`src/rtl/block_plotter_if.sv`:
```
// Request channel into block_plotter: a block's top-left corner and colour
// carried over a valid/ready handshake.
interface block_plotter_if #(
   parameter int X_W      = 8,
   parameter int Y_W      = 7,
   parameter int COLOUR_W = 3
);
   logic                req_valid;
   logic                req_ready;
   logic [X_W-1:0]      req_x;
   logic [Y_W-1:0]      req_y;
   logic [COLOUR_W-1:0] req_colour;

   modport master (
      output req_valid, req_x, req_y, req_colour,
      input  req_ready
   );

   modport slave (
      input  req_valid, req_x, req_y, req_colour,
      output req_ready
   );
endinterface

```
`src/rtl/block_plotter.sv`:
```
// Buffers block-draw requests and expands each into BLOCK_SIZE^2 pixel writes.
// Define BLOCK_PLOTTER_CLIP_EN to suppress plot for off-screen pixels.
module block_plotter #(
   parameter int BLOCK_SIZE = 4,
   parameter int FIFO_DEPTH = 8,
   parameter int X_W        = 8,
   parameter int Y_W        = 7,
   parameter int COLOUR_W   = 3,
   parameter int SCREEN_W   = 160,
   parameter int SCREEN_H   = 120
) (
   input  logic                clk,
   input  logic                reset,
   block_plotter_if.slave      req,
   output logic [X_W-1:0]      x_out,
   output logic [Y_W-1:0]      y_out,
   output logic [COLOUR_W-1:0] colour,
   output logic                plot,
   output logic                busy
);

   localparam int LB = $clog2(BLOCK_SIZE);
   localparam int PW = 2 * LB;
   localparam int AW = $clog2(FIFO_DEPTH);
   localparam int CW = AW + 1;
   localparam int EW = X_W + Y_W + COLOUR_W;

   localparam logic [CW-1:0]  DEPTH_C = CW'(FIFO_DEPTH);
   localparam logic [X_W:0]   SCR_W_C = (X_W + 1)'(SCREEN_W);
   localparam logic [Y_W:0]   SCR_H_C = (Y_W + 1)'(SCREEN_H);

`ifdef BLOCK_PLOTTER_CLIP_EN
   localparam bit CLIP = 1'b1;
`else
   localparam bit CLIP = 1'b0;
`endif

   typedef enum logic [1:0] {
      IDLE,
      LOAD,
      DRAW
   } state_t;

   state_t state;

   logic [EW-1:0]       mem [FIFO_DEPTH];
   logic [AW-1:0]       wr_ptr;
   logic [AW-1:0]       rd_ptr;
   logic [CW-1:0]       count;
   logic                full;
   logic                empty;
   logic                push;
   logic                pop;

   logic [EW-1:0]       head;
   logic [X_W-1:0]      head_x;
   logic [Y_W-1:0]      head_y;
   logic [COLOUR_W-1:0] head_c;

   logic [X_W-1:0]      base_x;
   logic [Y_W-1:0]      base_y;
   logic [COLOUR_W-1:0] col;
   logic [PW-1:0]       p;
   logic [LB-1:0]       px;
   logic [LB-1:0]       py;
   logic [X_W:0]        x_sum;
   logic [Y_W:0]        y_sum;
   logic                on_screen;
   logic                more;

   assign full  = (count == DEPTH_C);
   assign empty = (count == '0);

   // Held low during reset so nothing is accepted into a FIFO being cleared.
   assign req.req_ready = !full && !reset;

   assign push = req.req_valid && req.req_ready;
   assign pop  = (state == LOAD);

   assign head   = mem[rd_ptr];
   assign head_x = head[EW-1 -: X_W];
   assign head_y = head[COLOUR_W +: Y_W];
   assign head_c = head[COLOUR_W-1:0];

   assign busy = !empty || (state != IDLE);

   always_ff @(posedge clk) begin
      if (push)
         mem[wr_ptr] <= {req.req_x, req.req_y, req.req_colour};
   end

   always_ff @(posedge clk or posedge reset) begin
      if (reset) begin
         wr_ptr <= '0;
         rd_ptr <= '0;
         count  <= '0;
      end else begin
         if (push)
            wr_ptr <= wr_ptr + AW'(1);
         if (pop)
            rd_ptr <= rd_ptr + AW'(1);
         if (push && !pop)
            count <= count + CW'(1);
         else if (pop && !push)
            count <= count - CW'(1);
      end
   end

   assign px = p[LB-1:0];
   assign py = p[PW-1:LB];

   // One bit wider than the outputs so the clip test sees the unwrapped sum.
   assign x_sum = {1'b0, base_x} + (X_W + 1)'(px);
   assign y_sum = {1'b0, base_y} + (Y_W + 1)'(py);

   assign on_screen = !CLIP || ((x_sum < SCR_W_C) && (y_sum < SCR_H_C));

   // DRAW never pops, so the post-edge count is empty-or-not plus this push.
   assign more = !empty || push;

   always_ff @(posedge clk or posedge reset) begin
      if (reset) begin
         state  <= IDLE;
         p      <= '0;
         base_x <= '0;
         base_y <= '0;
         col    <= '0;
         x_out  <= '0;
         y_out  <= '0;
         colour <= '0;
         plot   <= 1'b0;
      end else begin
         plot <= 1'b0;
         unique case (state)
            IDLE: begin
               if (!empty)
                  state <= LOAD;
            end
            LOAD: begin
               base_x <= head_x;
               base_y <= head_y;
               col    <= head_c;
               p      <= '0;
               state  <= DRAW;
            end
            DRAW: begin
               x_out  <= x_sum[X_W-1:0];
               y_out  <= y_sum[Y_W-1:0];
               colour <= col;
               plot   <= on_screen;
               p      <= p + PW'(1);
               if (&p)
                  state <= more ? LOAD : IDLE;
            end
            default: state <= IDLE;
         endcase
      end
   end

endmodule

```
`src/flat_wrapper.sv`:
```
// flat-port wrapper written by rule: the top's interface ports become plain ports
module block_plotter_flat 
#(
   parameter int BLOCK_SIZE = 4,
   parameter int FIFO_DEPTH = 8,
   parameter int X_W        = 8,
   parameter int Y_W        = 7,
   parameter int COLOUR_W   = 3,
   parameter int SCREEN_W   = 160,
   parameter int SCREEN_H   = 120
)
  (clk, reset, x_out, y_out, colour, plot, busy, req_req_valid, req_req_x, req_req_y, req_req_colour, req_req_ready);
  block_plotter_if #(.X_W(X_W), .Y_W(Y_W), .COLOUR_W(COLOUR_W)) req_i ();
  input  logic clk;
  input  logic reset;
  output logic [X_W-1:0] x_out;
  output logic [Y_W-1:0] y_out;
  output logic [COLOUR_W-1:0] colour;
  output logic plot;
  output logic busy;
  input wire logic [$bits(req_i.req_valid)-1:0] req_req_valid;
  input wire logic [$bits(req_i.req_x)-1:0] req_req_x;
  input wire logic [$bits(req_i.req_y)-1:0] req_req_y;
  input wire logic [$bits(req_i.req_colour)-1:0] req_req_colour;
  output wire logic [$bits(req_i.req_ready)-1:0] req_req_ready;
  assign req_i.req_valid = req_req_valid;
  assign req_i.req_x = req_req_x;
  assign req_i.req_y = req_req_y;
  assign req_i.req_colour = req_req_colour;
  assign req_req_ready = req_i.req_ready;
  block_plotter #(.BLOCK_SIZE(BLOCK_SIZE), .FIFO_DEPTH(FIFO_DEPTH), .X_W(X_W), .Y_W(Y_W), .COLOUR_W(COLOUR_W), .SCREEN_W(SCREEN_W), .SCREEN_H(SCREEN_H)) u_core (.clk(clk), .reset(reset), .req(req_i), .x_out(x_out), .y_out(y_out), .colour(colour), .plot(plot), .busy(busy));
endmodule
```
`config.mk`:
```
export PLATFORM = sky130hd
export DESIGN_NAME = block_plotter_flat
export DESIGN_NICKNAME = d
export VERILOG_FILES = /design/src/rtl/block_plotter_if.sv /design/src/rtl/block_plotter.sv /design/src/flat_wrapper.sv
export SDC_FILE = /design/constraint.sdc
export NUM_CORES = 1
export LEC_CHECK = 0
export CORE_AREA = 2 2 154 171
export DETAILED_ROUTE_END_ITERATION = 16
export DIE_AREA = 0 0 156 173
export HOLD_SLACK_MARGIN = 0.12
export PLACE_DENSITY = 0.47
export SYNTH_ARGS = -nofsm -noshare
export SYNTH_HDL_FRONTEND = slang
export SYNTH_SLANG_ARGS = --single-unit
```
`constraint.sdc`:
```
create_clock -name clk -period 3.6 [get_ports clk]
set_input_delay 0.54 -clock clk [delete_from_list [all_inputs] [get_ports clk]]
set_output_delay 0.54 -clock clk [all_outputs]
set_load 0.005 [all_outputs]
```
Word-level counts from Yosys, hierarchy flattened:

Memory sizes are Yosys's and may differ from the RTL's. A register that Yosys moved wholly into a read port is not among the register bits.
Index checks and enable logic that the tools add are counted.

* register bits after elaboration: 35
* latch bits: 0
* bits in writable memories: 144
* ROM bits: 0
* input port bits: 21
* output and inout bits: 21
* logic and storage cells: 50
* memories: 1

Memory list
* u_core.mem: words 8, bits a word 18, read ports 1, clocked after Yosys merged registers in 1, write ports 1, RTL line block_plotter.sv:46 `logic [EW-1:0] mem [FIFO_DEPTH];`

* add/subtract/negate cells: 7
* $mul: 0
* divide/modulo/power cells: 0
* $lt $le $gt $ge: 0
* equal/unequal tests: 5
* shift-type cells: 0
* mux-type cells: 10
* bitwise operators: 0
* reductions and logical operators: 18

Operators by type and width (count)
* 4-bit by 1-bit adder with 4-bit output (second input constant): 2
* 8-bit by 2-bit adder with 8-bit output: 1
* 4-bit 2-to-1 mux: 2
* 4-bit one-hot mux with 2 select lines: 1
* 7-bit by 2-bit adder with 7-bit output: 1
* 3-bit by 1-bit adder with 3-bit output (second input constant): 2
* 2-bit one-hot mux with 3 select lines: 1
* 2-bit nonzero test: 3
* 1-bit logical NOT: 5
* 4-bit equality test (second input constant): 1
* 1-bit logical AND: 4
* 4-bit logical NOT: 1
* 1-bit 2-to-1 mux: 4
* 2-bit 2-to-1 mux: 2
* 4-bit AND reduction: 1
* 4-bit by 1-bit subtractor with 4-bit output (second input constant): 1
* 2-bit by 1-bit equality test with 1-bit output (second input constant): 1
* 2-bit equality test (second input constant): 1
* 2-bit logical NOT: 1
* 1-bit logical OR: 2
* 2-bit by 1-bit != test with 1-bit output (second input constant): 1
* 2-bit != test (second input constant): 1
* 2-bit AND reduction: 1

Longest topological paths before layout:

* depth in word-level cells: 8
* depth in mapped cells: 11
* mapped depth without buffers: 10

Worst setup path after synthesis:

No wires, ideal clock.

* path kind: input to register
* start point: in reset
* end point: mem u_core.mem[0][0] (netlist bit), enable pin
* setup time: 416 ps
* data arrival time: 2302 ps
* required time: 3184 ps
* path slack: 883 ps
* stages: 4
* buffers on the path: 0
* cells stage by stage: nand2b_1 > a21oi_4 > nand2b_1 > nor3_1

* word-level cells in the longest chain between the ends: 5

Ends and longest elaborated chain
* from (decl): RTL line flat_wrapper.sv:15 `input logic reset;`
* 1-bit logical NOT: RTL line block_plotter.sv:75 `assign req.req_ready = !full && !reset;`
* 1-bit logical AND: RTL line block_plotter.sv:75
* 1-bit logical AND: RTL line block_plotter.sv:77 `assign push = req.req_valid && req.req_ready;`
* net u_core.push: RTL line block_plotter.sv:52 `logic push;`
* 1-bit 2-to-1 mux: RTL line block_plotter.sv:88 `if (push)`
* 1-bit 2-to-1 mux (implied by the code): RTL line block_plotter.sv:89 `mem[wr_ptr] <= {req.req_x, req.req_y, req.req_colour};`
* to (decl): RTL line block_plotter.sv:46

The timed path passes the listed nets, and every way through them passes these cells.

Final worst setup path:

* start point: in reset
* end point: reg u_core.count[3]

* word-level cells in the longest chain between the ends: 6
* elaborated cells between the ends (all ways): 8
* those cells by class: mux: 1; reduce/logical: 7

Ends and longest elaborated chain
* 1-bit logical NOT *: RTL line block_plotter.sv:75
* 1-bit logical AND *: RTL line block_plotter.sv:75
* 1-bit logical AND *: RTL line block_plotter.sv:77
* net u_core.push: RTL line block_plotter.sv:52
* 1-bit logical NOT: RTL line block_plotter.sv:104 `else if (pop && !push)`
* 1-bit logical AND: RTL line block_plotter.sv:104
* 2-bit nonzero test (no source line)
* to (signal assigned): RTL line block_plotter.sv:103 `count <= count + CW'(1);`
* to (signal assigned): RTL line block_plotter.sv:105 `count <= count - CW'(1);`
* to (decl): RTL line block_plotter.sv:49 `logic [CW-1:0] count;`

The timed path passes the listed nets; every way through them passes the cells marked *.
A chain may end at the register's enable or synchronous reset.

==> flow_metrics.tcl <==
set metrics [dict create \
    status "complete, no violations" \
    die_width_um 156 \
    cts_buffer_depth 2 \
    synth-seq-cells 197 \
    rsz0062_at_grt "false" \
    grt.total_usage 0.128 \
    worstMarginPinSlew_ns 1.08 \
    tns_ns 0 \
    cts_resized 0 \
    maxSlewHeadroom 0.279 \
    top_usage_layer "met2" \
    wire_per_inst_um 18.0 \
    fill_cells 2325 \
    cts.sinks 197 \
    use_met1 0.166 \
    layout-drive-gt1-share 0.112 \
    synth-async-reset-ratio 0.269 \
    dr.first_iter.drc_count 227 \
    post_cts_buffers 0 \
    final_max_slew_viol_count 0 \
    skew_ns 0.0109 \
    hold_viol_final 0 \
    n_antenna_cell 0 \
    ys_seq_area_frac 0.691 \
    dieArea_um2 27000 \
    drcViolationCount 0 \
    synth_edf_count 144 \
    cts_tree "done" \
    r2r-start "u_core.count[0]$_DFFE_PP0P_" \
    port-buffer-count 41 \
    clockRootBuffer "clkbuf_16" \
    whs_endpoint "u_core.x_out[0]$_DFFE_PP0P_" \
    worstHoldPathType "reg -> reg" \
    ctsHoldBuffers 0 \
    grt_max_degree 40 \
    cts_buffers 17 \
    syn-num-nets 569 \
    first_pass_iters 4 \
    start_kind "input port" \
    drv_cap 0 \
    ff2ff_path_depth 8 \
    antenna_found_initial 0 \
    grt_pass1_vias 4617 \
    vias 4354 \
    start_util 0.326 \
    via_per_inst 4.77 \
    ir_drop_mv 0.317 \
    hold_start "u_core.x_out[0]$_DFFE_PP0P_" \
    gr-total-overflow 0 \
    reg2reg_to "u_core.count[3]$_DFFE_PP0P_" \
    p_per_area_nw_per_um2 780 \
    end_kind "register" \
    layout.area.seq_um2 5650 \
    setup_viol 0 \
    postSynthCellCount 530 \
    arrival_ns 2.97 \
    synth_top_flop_cell "edfxtp_1" \
    coreArea_um2 25100 \
    path_clk_slew_ns 0.08 \
    avgSynthCellArea_um2 15.4 \
    synth_warnings 0 \
    power_mw 7.42 \
    met3_usage 0.0248 \
    insertion_delay_ns 0.43 \
    ioPinCount 42 \
    multi_input_area_um2 2210 \
    rows 61 \
    dp_hpwl_mm 10.7 \
    grt_pass1_wl_mm 25.9 \
    max_freq_mhz 373 \
    ys_types 41 \
    fin_crit_sh 0.744 \
    layout.nets 623 \
    place_congestion 0.720 \
    use_met2 0.213 \
    crit_type "in -> reg" \
    htree_levels 4 \
    areaGrowthSynthToFinish_pct 16.3 \
    leakage_nw 3.50 \
    min_path_cells 1 \
    ant_nets 0 \
    layout_min_cycle_time_ns 2.68 \
    reg2reg_slack_ns 1.02 \
    die_h_um 173 \
    worstPathRequired_ns 3.89 \
    routed_wirelength_mm 16.5 \
    synth_area_um2 8180 \
    crit_fanout 6 \
]
==> stage by stage <==
step / std cells / utilization / hold WS, ns / worst slack, ns / instance area (um2)
after floorplan: 530 / - / 0.464 / 0.883 / 8180
after global placement: 880 / 0.355 / 0.467 / 0.661 / 8910
after detailed placement: 880 / 0.355 / 0.479 / 0.467 / 8910
after CTS: 912 / 0.379 / 0.497 / 0.924 / 9520
after global routing: 912 / 0.379 / 0.524 / 0.761 / 9520
final: 912 / 0.379 / 0.490 / 0.921 / 9520
==> placed cells by master, fill, tap and decap left out, types with 15 or more instances in the layout <==
| master | n |
|---|---|
| a22oi_1 | 36 |
| buf_4 | 16 |
| clkbuf_16 | 17 |
| clkdlybuf4s50_1 | 41 |
| dfrtp_1 | 52 |
| edfxtp_1 | 144 |
| ha_1 | 15 |
| inv_1 | 24 |
| mux2i_1 | 74 |
| nand2_1 | 16 |
| nand3_1 | 22 |
| nor2_1 | 20 |
| o21ai_1 | 25 |
| xnor2_1 | 15 |
==> registers in the layout, indices dropped and copies added (netlist names) <==
name           flops
u_core.base_x      8
u_core.base_y      7
u_core.col         3
u_core.colour      3
u_core.count       4
u_core.mem       144
u_core.p           4
u_core.plot        1
u_core.rd_ptr      3
u_core.state       2
u_core.wr_ptr      3
u_core.x_out       8
u_core.y_out       7
==> per-layer routing <==
layer	routed length (um)	up-vias
met3	404	11
li1	-	2081
met5	0	-
met1	7570	2193
met4	238	0
met2	8250	69
==> power by group <==
group	internal [mW]	total (mW)	switching, mW	leakage (nW)
registers	2.87	3.26	0.387	1.94
logic	1.05	2.28	1.23	1.28
clock network	0.948	1.89	0.945	0.292
==> cells in the mapped netlist, types with 7 or more instances <==
cell        n  share of area
ha_1       15          0.023
buf_2       7         0.0043
dfrtp_1    53           0.16
mux2i_1    74          0.091
a21oi_1    12         0.0073
o21ai_1    25          0.015
xnor2_1    15          0.016
edfxtp_1  144           0.53
nor2_1     20         0.0092
mux2_1      8          0.011
inv_1      25          0.011
buf_6       8          0.011
nand3_1    22          0.013
nand2_1    16         0.0073
a22oi_1    36          0.033
==> critical path, cell delays in order <==
cell	delay [ns]
clkdlybuf4s50_1	0.44
nand2b_1	0.22
a21oi_4	0.25
ha_1	0.25
inv_1	0.11
ha_1	0.29
a21o_1	0.20
a2111oi_0	0.48
o31ai_1	0.17
==> worst max-delay path by stage <==
| stage | startpoint | slack [ns] | to |
|---|---|---|---|
| 2_1_floorplan | reset | 0.88 | u_core.mem[0][0]$_DFFE_PP_ |
| 3_3_place_gp | reset | 0.66 | u_core.count[3]$_DFFE_PP0P_ |
| 3_5_place_dp | reset | 0.47 | u_core.count[3]$_DFFE_PP0P_ |
| 4_1_cts | reset | 0.92 | u_core.count[3]$_DFFE_PP0P_ |
| 5_1_grt | reset | 0.76 | u_core.count[3]$_DFFE_PP0P_ |
| 6_report | reset | 0.92 | u_core.count[3]$_DFFE_PP0P_ |
==> final cells by class <==
type,instances,area share
clock inverters,15,0.0184
flip-flops and latches,197,0.594
multi-input cells,282,0.232
well taps,315,0.0414
repair buffers,58,0.0579
clock buffers,17,0.0447
inverters,28,0.0110
==> kinds of logic after synthesis <==
| kind of cell | Yosys count | synth area share |
|---|---|---|
| XOR/XNOR | 17 | 0.0182 |
| multiplexers | 85 | 0.106 |
| adder cells (fa/ha/maj) | 18 | 0.0303 |
| flip-flops | 197 | 0.691 |
| buffers and inverters | 51 | 0.0407 |
| AND/OR/NAND/NOR | 81 | 0.0503 |
| AO/OA/AOI/OAI | 81 | 0.0642 |
No activity file was read; power rests on OpenSTA's default activity.
